--- config.mk ---
export PLATFORM = sky130hd
export DESIGN_NAME = i2s_tx
export DESIGN_NICKNAME = d
export VERILOG_FILES = /design/src/rtl/i2s_tx.sv
export SDC_FILE = /design/constraint.sdc
export NUM_CORES = 1
export LEC_CHECK = 0
export CAP_MARGIN = 25
export CORE_ASPECT_RATIO = 0.75
export CORE_MARGIN = 4
export CORE_UTILIZATION = 52
export CTS_CLUSTER_SIZE = 24
export DETAILED_ROUTE_END_ITERATION = 8
export PLACE_DENSITY_LB_ADDON = 0.3
export SLEW_MARGIN = 20
export SYNTH_ARGS = -nofsm -noshare
export SYNTH_HDL_FRONTEND = slang
export SYNTH_SLANG_ARGS = --single-unit
--- constraint.sdc ---
create_clock -name clk_i -period 2.53 [get_ports clk_i]
set_input_delay 0.253 -clock clk_i [delete_from_list [all_inputs] [get_ports clk_i]]
set_output_delay 0.253 -clock clk_i [all_outputs]
set_load 0.005 [all_outputs]
--- src/rtl/i2s_tx.sv ---
// Philips I2S transmitter: generates BCLK/LRCLK from the system clock and sends each
// buffered mono sample MSB-first on both channels, with a two-entry input FIFO.
module i2s_tx #(
  parameter int unsigned SAMPLE_W = 16,
  parameter int unsigned SLOT_W   = 32,
  parameter int unsigned DIV_HALF = 4
) (
  input  logic                clk_i,
  input  logic                rst_i,
  input  logic [SAMPLE_W-1:0] sample_i,
  input  logic                sample_valid_i,
  output logic                sample_ready_o,
  output logic                bclk_o,
  output logic                lrclk_o,
  output logic                sdata_o,
  output logic                frame_start_o,
  output logic                underrun_o
);

  localparam int unsigned DivW = (DIV_HALF > 1) ? $clog2(DIV_HALF) : 1;
  localparam int unsigned CntW = $clog2(2 * SLOT_W);

  logic [DivW-1:0]     div_q, div_d;
  logic                bclk_q, bclk_d;
  logic [CntW-1:0]     bit_cnt_q, bit_cnt_d, bit_cnt_nxt, slot_pos;
  logic                lrclk_q, lrclk_d, lr_nxt;
  logic                sdata_q, sdata_d;
  logic [SAMPLE_W-1:0] shift_q, shift_d;
  logic [SAMPLE_W-1:0] last_q, last_d;
  logic                frame_start_q, underrun_q;

  logic [SAMPLE_W-1:0] mem_q [2];
  logic                wr_ptr_q, wr_ptr_d, rd_ptr_q, rd_ptr_d;
  logic [1:0]          count_q, count_d;

  logic tc, fall, frame_evt, push, pop, empty;

  assign tc        = (div_q == DivW'(DIV_HALF - 1));
  assign fall      = tc && bclk_q;
  assign bit_cnt_nxt = (bit_cnt_q == CntW'(2 * SLOT_W - 1)) ? '0 : bit_cnt_q + CntW'(1);
  assign frame_evt = fall && (bit_cnt_nxt == '0);
  assign lr_nxt    = (bit_cnt_nxt >= CntW'(SLOT_W));
  assign slot_pos  = lr_nxt ? (bit_cnt_nxt - CntW'(SLOT_W)) : bit_cnt_nxt;

  assign empty          = (count_q == 2'd0);
  assign sample_ready_o = (count_q != 2'd2);
  assign push           = sample_valid_i && sample_ready_o;
  // A pop decision sees the FIFO as it was before this clock's push: no bypass.
  assign pop            = frame_evt && !empty;

  always_comb begin
    div_d     = tc ? '0 : div_q + DivW'(1);
    bclk_d    = tc ? ~bclk_q : bclk_q;
    bit_cnt_d = bit_cnt_q;
    lrclk_d   = lrclk_q;
    sdata_d   = sdata_q;
    shift_d   = shift_q;
    last_d    = last_q;
    if (frame_evt) begin
      last_d = pop ? mem_q[rd_ptr_q] : '0;
    end
    if (fall) begin
      bit_cnt_d = bit_cnt_nxt;
      lrclk_d   = lr_nxt;
      if (slot_pos == '0) begin
        sdata_d = 1'b0;
        shift_d = last_d;
      end else if (slot_pos <= CntW'(SAMPLE_W)) begin
        sdata_d = shift_q[SAMPLE_W-1];
        shift_d = {shift_q[SAMPLE_W-2:0], 1'b0};
      end else begin
        sdata_d = 1'b0;
      end
    end
  end

  always_comb begin
    wr_ptr_d = push ? ~wr_ptr_q : wr_ptr_q;
    rd_ptr_d = pop ? ~rd_ptr_q : rd_ptr_q;
    count_d  = count_q;
    case ({push, pop})
      2'b10:   count_d = count_q + 2'd1;
      2'b01:   count_d = count_q - 2'd1;
      default: count_d = count_q;
    endcase
  end

  always_ff @(posedge clk_i or negedge rst_i) begin
    if (!rst_i) begin
      div_q         <= '0;
      bclk_q        <= 1'b0;
      bit_cnt_q     <= CntW'(2 * SLOT_W - 1);
      lrclk_q       <= 1'b0;
      sdata_q       <= 1'b0;
      shift_q       <= '0;
      last_q        <= '0;
      frame_start_q <= 1'b0;
      underrun_q    <= 1'b0;
      wr_ptr_q      <= 1'b0;
      rd_ptr_q      <= 1'b0;
      count_q       <= 2'd0;
    end else begin
      div_q         <= div_d;
      bclk_q        <= bclk_d;
      bit_cnt_q     <= bit_cnt_d;
      lrclk_q       <= lrclk_d;
      sdata_q       <= sdata_d;
      shift_q       <= shift_d;
      last_q        <= last_d;
      frame_start_q <= frame_evt;
      underrun_q    <= frame_evt && empty;
      wr_ptr_q      <= wr_ptr_d;
      rd_ptr_q      <= rd_ptr_d;
      count_q       <= count_d;
    end
  end

  always_ff @(posedge clk_i) begin
    if (push) begin
      mem_q[wr_ptr_q] <= sample_i;
    end
  end

  assign bclk_o        = bclk_q;
  assign lrclk_o       = lrclk_q;
  assign sdata_o       = sdata_q;
  assign frame_start_o = frame_start_q;
  assign underrun_o    = underrun_q;

endmodule

Word level (Yosys, flattened, before mapping) --
Memories as Yosys holds them, arrays and structs flattened. Cells that the tools add are included.
Operators by class: equality and inequality tests 5, multiplexer cells 12, reduce and logical (&&, ||, !) cells 12, bitwise operators 3, add/subtract/negate cells 5, magnitude comparators 2
Operator list (number):
- two-way mux 16 bit | 4
- zero test 6 bit | 2
- two-way mux 6 bit | 2
- adder 6 x 1 -> 6 bit, second input constant | 1
- equality test 6 bit, second input constant | 1
- >= comparator 6 bit, second input constant | 1
- less-or-equal comparator 6 x 5 -> 1 bit, second input constant | 1
- subtractor 6 bit, second input constant | 1
- logical AND 1 bit | 5
- adder 2 x 1 -> 2 bit, second input constant | 2
- equality test 2 bit, second input constant | 2
- two-way mux 1 bit | 4
- case mux 2 bit (2 select lines) | 1
- nonzero test 2 bit | 2
- inverter 1 bit | 3
- equality test 2 x 1 -> 1 bit, second input constant | 1
- zero test 2 bit | 1
- two-way mux 2 bit | 1
- != test 2 bit, second input constant | 1
- AND reduction 2 bit | 1
- subtractor 2 x 1 -> 2 bit, second input constant | 1
- zero test 1 bit | 1
Word-level totals: memories 1, register bits after elaboration 49, RAM bits 32
Memories:
- mem_q | depth 2, width 16, read ports 1, clocked after Yosys merged registers in 0, write ports 1, RTL line 32 | logic [SAMPLE_W-1:0] mem_q [2];

Depth between registers and ports, before layout --
Gate-level depths: netlist of the first run.
word-level depth 8, depth in mapped cells 10

Worst setup path after synthesis of the first run --
No wires, ideal clock.
path kind reg-to-reg, start point register bit_cnt_q[0], end point register count_q[1], stages on the path, launching flop included 9, path slack 0.157 ns, data required time 2.451 ns, library setup time 0.079 ns, arrival 2.294 ns, buffers on the path 0, cell sequence dfstp_2 > ha_1 > nand3_1 > xnor2_1 > a211o_1 > nor3_1 > ha_1 > nor2_1 > xor2_1
Between the ends: cells in the longest elaborated chain, start to end 7
RTL lines:
- start, declared | RTL line 25 | logic [CntW-1:0] bit_cnt_q, bit_cnt_d, bit_cnt_nxt, slot_pos;
- start signal, assigned | RTL line 92 | bit_cnt_q <= CntW'(2 * SLOT_W - 1);
- start signal, assigned | RTL line 105 | bit_cnt_q <= bit_cnt_d;
- adder 6 x 1 -> 6 bit / equality test 6 bit (equally long branches) | RTL line 40 | assign bit_cnt_nxt = (bit_cnt_q == CntW'(2 * SLOT_W - 1)) ? '0 : bit_cnt_q + CntW'(1);
- two-way mux 6 bit (*) | RTL line 40
- zero test 6 bit (*) | RTL line 41 | assign frame_evt = fall && (bit_cnt_nxt == '0);
- logical AND 1 bit (*) | RTL line 41
- logical AND 1 bit (*) | RTL line 49 | assign pop = frame_evt && !empty;
- via pop | RTL line 36 | logic tc, fall, frame_evt, push, pop, empty;
- equality test 2 x 1 -> 1 bit / equality test 2 bit (equally long branches) | RTL line 81 | case ({push, pop})
- case mux 2 bit (2 select lines) / nonzero test 2 bit (equally long branches)
- end signal, assigned | RTL line 114 | count_q <= count_d;
- end, declared | RTL line 34 | logic [1:0] count_q, count_d;
The timed path passes the listed nets; every way through them passes the cells marked *. A chain may end at the register's enable or synchronous reset.

Worst setup path after layout of the first run --
start point register bit_cnt_q[1], end point register last_q[1]
Between the ends: cells in the longest elaborated chain, start to end 7
RTL lines:
- adder 6 x 1 -> 6 bit / equality test 6 bit (equally long branches) | RTL line 40
- two-way mux 6 bit (*) | RTL line 40
- zero test 6 bit (*) | RTL line 41
- logical AND 1 bit (*) | RTL line 41
- logical AND 1 bit | RTL line 49
- two-way mux 16 bit | RTL line 60 | last_d = pop ? mem_q[rd_ptr_q] : '0;
- two-way mux 16 bit (*) | RTL line 59 | if (frame_evt) begin
- via last_d[1] | RTL line 29 | logic [SAMPLE_W-1:0] last_q, last_d;
- end signal, assigned | RTL line 109 | last_q <= last_d;
- end, declared | RTL line 29
Marks and branches as above.

==> results of run 1 <==
-- state kept, by name, indices dropped and copies added (netlist names), 2 cells and up --
register / count
div_q: 2
bit_cnt_q: 6
count_q: 2
mem_q: 32
last_q: 16
shift_q: 16
-- cells in the final DEF (no fill, tap or decap), types with 9 or more instances in the layout --
cell / instances
edfxtp_1: 32
clkbuf_8: 9
a211oi_1: 15
mux2_2: 15
buf_4: 14
clkdlybuf4s50_1: 23
dfrtp_1: 43
o21ai_0: 22
o21ai_1: 10
nor3_1: 16
nand2_1: 28
nor2_1: 26
xnor2_1: 9
a21oi_1: 17
-- worst max-delay path, delay by kind of cell, from the launching register on --
kind	cells	cell delay, ns
compound gates	2	0.52
fa+ha+maj	1	0.24
buf+inv	2	0.41
flops	1	0.58
simple gates	3	0.58
-- repair_timing --
action / in CTS / in global routing
setup endpoints to repair: 1 / 16
hold buffers: 1 / 0
gates resized for setup: 0 / 4
endpoints found under the hold margin: 23 / 0
pin swaps: 0 / 0
-- area by class of cell --
| class | count | share of cell area (%) |
|---|---|---|
| flip-flops and latches | 81 | 54.6 |
| repair buffers | 40 | 8.99 |
| clock buffers | 9 | 3.08 |
| inverters | 1 | 0.0933 |
| clock inverters | 7 | 1.77 |
| multi-input cells | 191 | 29.0 |
| well taps | 81 | 2.52 |
-- how the worst max path moves through the flow --
stage	startpoint	cells after the start	to
floorplan	bit_cnt_q[0]	8	count_q[1]
global placement	bit_cnt_q[1]	8	last_q[0]
detailed placement	bit_cnt_q[1]	8	count_q[1]
CTS	bit_cnt_q[1]	8	count_q[1]
global route	bit_cnt_q[1]	8	count_q[1]
finish	bit_cnt_q[1]	8	last_q[1]
-- metal layers --
layer  GRT usage [%]  routed length [µm]
met5               0                   0
met4            6.03                  29
met1            24.4                2980
met2            28.5                3330
met3            5.42                 392
-- power by group through the flow --
stage,logic [mW],registers [mW],clock network [mW]
after floorplan,0.279,1.59,0
after global placement,0.442,1.60,0
after detailed placement,0.452,1.61,0
after CTS,0.457,1.58,0.933
after global routing,0.499,1.59,1.00
final,0.454,1.58,0.907
-- cells in the mapped netlist (2+ instances only) --
cell	number	area [µm²]
a211oi_1	15	113
a21oi_1	17	85.1
and2_1	2	12.5
buf_2	9	45.0
buf_6	2	22.5
clkbuf_1	4	15.0
dfrtp_1	43	1080
dfstp_2	6	158
edfxtp_1	32	961
ha_1	4	50.1
mux2_2	15	169
mux2i_1	2	20.0
nand2_1	28	105
nand3_1	4	20.0
nor2_1	26	97.6
nor3_1	17	85.1
o21ai_0	23	115
o21ai_1	9	45.0
or2_1	2	12.5
xnor2_1	9	78.8
xor2_1	3	26.3
-- metrics by stage --
stage / power [mW] / worst slack [ns]
global route: 3.09 / -0.0394
detailed placement: 2.06 / 0.0233
finish: 2.94 / 0.106
floorplan: 1.87 / 0.157
global placement: 2.04 / 0.132
CTS: 2.97 / -0.00717
-- cells by family (layout without fill, tap and decap cells) --
| logic type | after synthesis | after routing | synth area share, % |
|---|---|---|---|
| fa+ha+maj | 4 | 4 | 1.45 |
| buf+inv | 18 | 57 | 2.76 |
| mux | 18 | 18 | 5.81 |
| xor+xnor | 12 | 12 | 3.05 |
| simple gates | 85 | 85 | 10.9 |
| compound gates | 72 | 72 | 12.3 |
| flops | 81 | 81 | 63.7 |
==> results.md, run 1 <==
* Crit-path slowest cell: dfstp_2
* GP Congestion at 0.807
* CTS H-tree lvls at 3
* Nets at 347
* Power Internal at 2.15 mW
* Worst path required time at 2.78 ns
* Least-Margin Pin Slew at 0.770 ns
* Sw frac at 26.9%
* Hold path endpoint: div_q[0]
* Residual DRC at 0
* Peak supply drop at 0.395 mV
* Reg area at 2190 µm²
* Post-synth EDFFs at 32
* WHS at 0.424 ns
* Crit Path Max Fanout at 32
* Reg2reg start: bit_cnt_q[1]
* Crit share post-route at 95.8%
* CTS Buf Count at 9
* Final number of setup-violating endpoints at 0
* Worst Skew at 0.00702 ns
* Min-delay worst type: flip-flop to flip-flop
* Longest Clk Path Bufs at 2
* Combinational power share at 15.4%
* Final Instance Count excl. Fillers at 410
* DIE AREA at 8010 µm²
* Final Critical Period at 2.42 ns
* Crit start category: flip-flop
* Worst Hold Launch: div_q[0]
* Ys flop type: dfrtp_1
* Diodes inserted at 0
* Clk root buf: clkbuf_8
* Seq pwr share at 53.7%
* Starting DRT DRC Count at 198
* Syn nets at 313
* WHS Path Cells at 1
* Leak Pwr at 1.61 nW
* Layout cells sized above 1 at 18.2%
* Design Area, Final at 4020 µm²
* Core Box Area at 6380 µm²
* GRT Overall Usage at 18.3%
* Outcome: complete, no violations
* RSZ-0062 raised after global routing: true
* Synthesized flop and latch total at 81
* Synth Instances at 290
* Vias in the first global route at 2379
* Netlist cell types at 39
* RR Endpoint: last_q[1]
* First-pass GRT wire length at 11300 µm
* Worst-Skew Late Latency at 0.35 ns
* Relative slew margins at 48.6%
* Overflow after GRT at 0
* Setup TNS Final at 0 ns
* Final Core Density at 63.0%
* Post-DRT Antenna Nets at 0
* Switching pwr at 0.791 mW
* Max_cap viols at 0
* WS Path Type: flip-flop to flip-flop
* Avg Cell Area, Syn at 11.9 µm²
* Post-CTS setup buffer count at 0
* Filler cells at 533
* R2R Setup Slk at 0.11 ns
* Die Ht at 78.5 µm
* Slowest stage delay, CP at 0.58 ns
* R2R cell count at 8
* Async S/R FF share, synth at 60.5%
* Post-DP Area at 3800 µm²
* Setup crit end kind: flip-flop
* Num rows at 25
* DP Cell Count at 393
* Area grow syn2layout at 16.7%
* CTS tree: built
* Multi-input logic area at 1160 µm²
* Fmax at 0.413 GHz
* Clk sinks at 81
* Routed Wire Length at 6740 µm
* Synth warn at 0
* Register area share after synthesis at 63.7%
* IO Pins at 25
* Max Slew Vio Count at 0
* Routed vias at 2309
* Initial antenna violation count at 0
* I/O Buffers at 24
* Vias/cell at 5.63
* Final Hold Viols at 0
* Crit-path cells: ha_2, nand2_1, or2_4, a211o_1, buf_6, or2_1, buf_4, o21ai_0
* Pwr per Cell Area at 732 nW/µm²
* Clock power frac at 30.8%
* Clock transition at path regs at 0.08 ns
* First-pass DRT Iterations at 4
* Pin count of the biggest net entering global routing at 33
* Die Wd at 102 µm
* Worst Path Arrival at 2.68 ns
* Initial Util at 54.0%
* Dpl hpwl at 4410 µm
* Routed length per instance at 16.4 µm
* Post-Syn Area at 3450 µm²
No activity file was read; power rests on OpenSTA's default activity.
==> run 2, diff against run 1 <==
--- a/config.mk
+++ b/config.mk
@@ -8,7 +8,7 @@
 export CAP_MARGIN = 25
 export CORE_ASPECT_RATIO = 0.75
 export CORE_MARGIN = 4
-export CORE_UTILIZATION = 52
+export CORE_UTILIZATION = 25
 export CTS_CLUSTER_SIZE = 24
 export DETAILED_ROUTE_END_ITERATION = 8
 export PLACE_DENSITY_LB_ADDON = 0.3
==> run 2 against run 1 <==
  * Power rose by 16%
  * Core utilization fell by 31 points
  * Cell area rose by 5.8%
  * Clock skew rose by 0.0033 ns
  * Critical path depth did not move
  * Clock power rose by 53%
  * Sequential power barely moved
  * Global-route usage fell by 8.2 points
  * Non-clock buffer count did not move
  * Combinational power rose by 0.9%
==> results.md, run 2 (synthesized netlist as in run 1, its figures left out) <==
* Outcome: complete, no violations
* Starting DRT DRC Count at 225 (+14%)
* Clock transition at path regs at 0.06 ns (-0.02 ns)
* Filler cells at 1357 (+150%)
* Nets at 347 (unchanged)
* Die Wd at 144 µm (+41%)
* Final Instance Count excl. Fillers at 500 (+22%)
* IO Pins at 25 (unchanged)
* DP Cell Count at 483 (+23%)
* Final Critical Period at 2.41 ns (-0.0144 ns)
* Crit share post-route at 95.2% (-0.57 points)
* Vias in the first global route at 2348 (-1.3%)
* GP Congestion at 0.773 (-4.1%)
* Most frequent cells in the layout: dfrtp_1, edfxtp_1, nand2_1
* I/O Buffers at 24 (unchanged)
* Core Box Area at 13200 µm² (+110%)
* Max Slew Vio Count at 0 (unchanged)
* Leak Pwr at 1.68 nW (+4.3%)
* CTS tree: built
* Multi-input logic area at 1160 µm² (unchanged)
* Fmax at 0.415 GHz (+0.60%)
* Setup TNS Final at 0 ns (unchanged)
* First-pass DRT Iterations at 4 (unchanged)
* Worst Skew at 0.0104 ns (+0.00333 ns)
* Post-CTS setup buffer count at 0 (unchanged)
* Peak supply drop at 0.350 mV (-11%)
* Max_cap viols at 0 (unchanged)
* Clk sinks at 81 (unchanged)
* Min-delay worst type: input port to async pin
* Design Area, Final at 4260 µm² (+5.8%)
* Final number of setup-violating endpoints at 0 (unchanged)
* Clk root buf: clkbuf_16
* Residual DRC at 0 (unchanged)
* Pin count of the biggest net entering global routing at 33 (unchanged)
* Crit start category: flip-flop
* Routed vias at 2318 (+0.39%)
* Biggest regs: mem_q: 32 flops, last_q: 16 flops, shift_q: 16 flops
* First-pass GRT wire length at 12300 µm (+8.6%)
* Setup crit end kind: flip-flop
* Reg area at 2190 µm² (unchanged)
* Die Ht at 110 µm (+40%)
* GRT Overall Usage at 10.0% (-8.2 points)
* Num rows at 36 (+44%)
* Relative slew margins at 46.9% (-1.7 points)
* Vias/cell at 4.64 (-18%)
* Area grow syn2layout at 23.5%
* Post-DP Area at 3920 µm² (+3.0%)
* Final Hold Viols at 0 (unchanged)
* Leading cell type in the layout, fill and taps excluded: dfrtp_1
* Worst Path Arrival at 2.63 ns (-0.05 ns)
* Post-DRT Antenna Nets at 0 (unchanged)
* Routed length per instance at 14.4 µm (-13%)
* Overflow after GRT at 0 (unchanged)
* Dpl hpwl at 4690 µm (+6.3%)
* Worst-Skew Late Latency at 0.34 ns (about the same)
* Diodes inserted at 0 (unchanged)
* CTS H-tree lvls at 3 (unchanged)
* Largest register FFs at 32 (unchanged)
* Longest Clk Path Bufs at 2 (unchanged)
* Top reg by flops: mem_q
* Least-Margin Pin Slew at 0.796 ns (+0.0261 ns)
* Worst path required time at 2.75 ns (-0.03 ns)
* WS Path Type: flip-flop to flip-flop
* Pwr per Cell Area at 804 nW/µm² (+10%)
* WHS at 0.351 ns (-0.0734 ns)
* Layout cells sized above 1 at 17.9% (-0.30 points)
* Initial antenna violation count at 0 (unchanged)
* CTS Buf Count at 9 (unchanged)
* DIE AREA at 15800 µm² (+97%)
* RSZ-0062 raised after global routing: false
* Routed Wire Length at 7180 µm (+6.6%)
* Initial Util at 26.0% (-28 points)
* Crit Path Max Fanout at 32 (unchanged)
==> run 2: worst max-delay path, stage by stage (launching register included) <==
cell and delay [ns]:
dfstp_2 0.58, ha_2 0.25, nand2_1 0.07, or2_4 0.25
a211o_1 0.30, buf_6 0.19, or2_1 0.27, inv_2 0.06
mux2_1 0.31
==> run 2: path summary, 6_finish.rpt <==
check                           slack (ns)          from          end  depth (start not counted)
max in group asynchronous             1.54         rst_i     rd_ptr_q                          3
worst min-delay path                  0.35         rst_i  shift_q[10]                          2
worst max-delay path                  0.12  bit_cnt_q[1]    last_q[0]                          8
min in group clk_i                    0.43      div_q[0]     div_q[0]                          1
worst min register to register        0.43      div_q[0]     div_q[0]                          1
worst max register to register        0.12  bit_cnt_q[1]    last_q[0]                          8
==> run 2: layer usage <==
metal  part of all wire (%)  track usage, %
met5                      0               0
met3                    5.6            3.22
met4                    2.0            4.30
met2                     44            14.6
met1                     49            13.8
==> run 2: cell type report <==
class | count | area share (%)
Inverter | 1 | 0.0882
Multi-Input combinational cell | 191 | 27.4
Sequential cell | 81 | 51.6
Timing Repair Buffer | 40 | 8.50
Tap cell | 171 | 5.03
Clock buffer | 9 | 5.29
Clock inverter | 7 | 2.18
==> run 2: repair_timing <==
item                                    4_1_cts  5_1_grt
hold buffers                                  1        0
endpoints found under the setup margin        0       19
hold endpoints to repair                     13        0
resized for setup                             0        5
==> run 2: metrics by stage <==
stage                     utilization [%]  setup WS [ns]  power, mW
after CTS                            32.1         0.0119       3.48
after global placement               29.6          0.120       2.06
after detailed placement             29.6         0.0399       2.07
after global routing                 32.1         0.0154       3.60
final                                32.1          0.120       3.42
after floorplan                         -          0.157       1.87
==> run 2: report_power, final <==
part / internal, mW / switching [mW] / total [mW] / leakage [nW]
sequential: 1.53 / 0.0476 / 1.58 / 0.950
combinational: 0.170 / 0.289 / 0.458 / 0.580
clock: 0.862 / 0.524 / 1.39 / 0.151
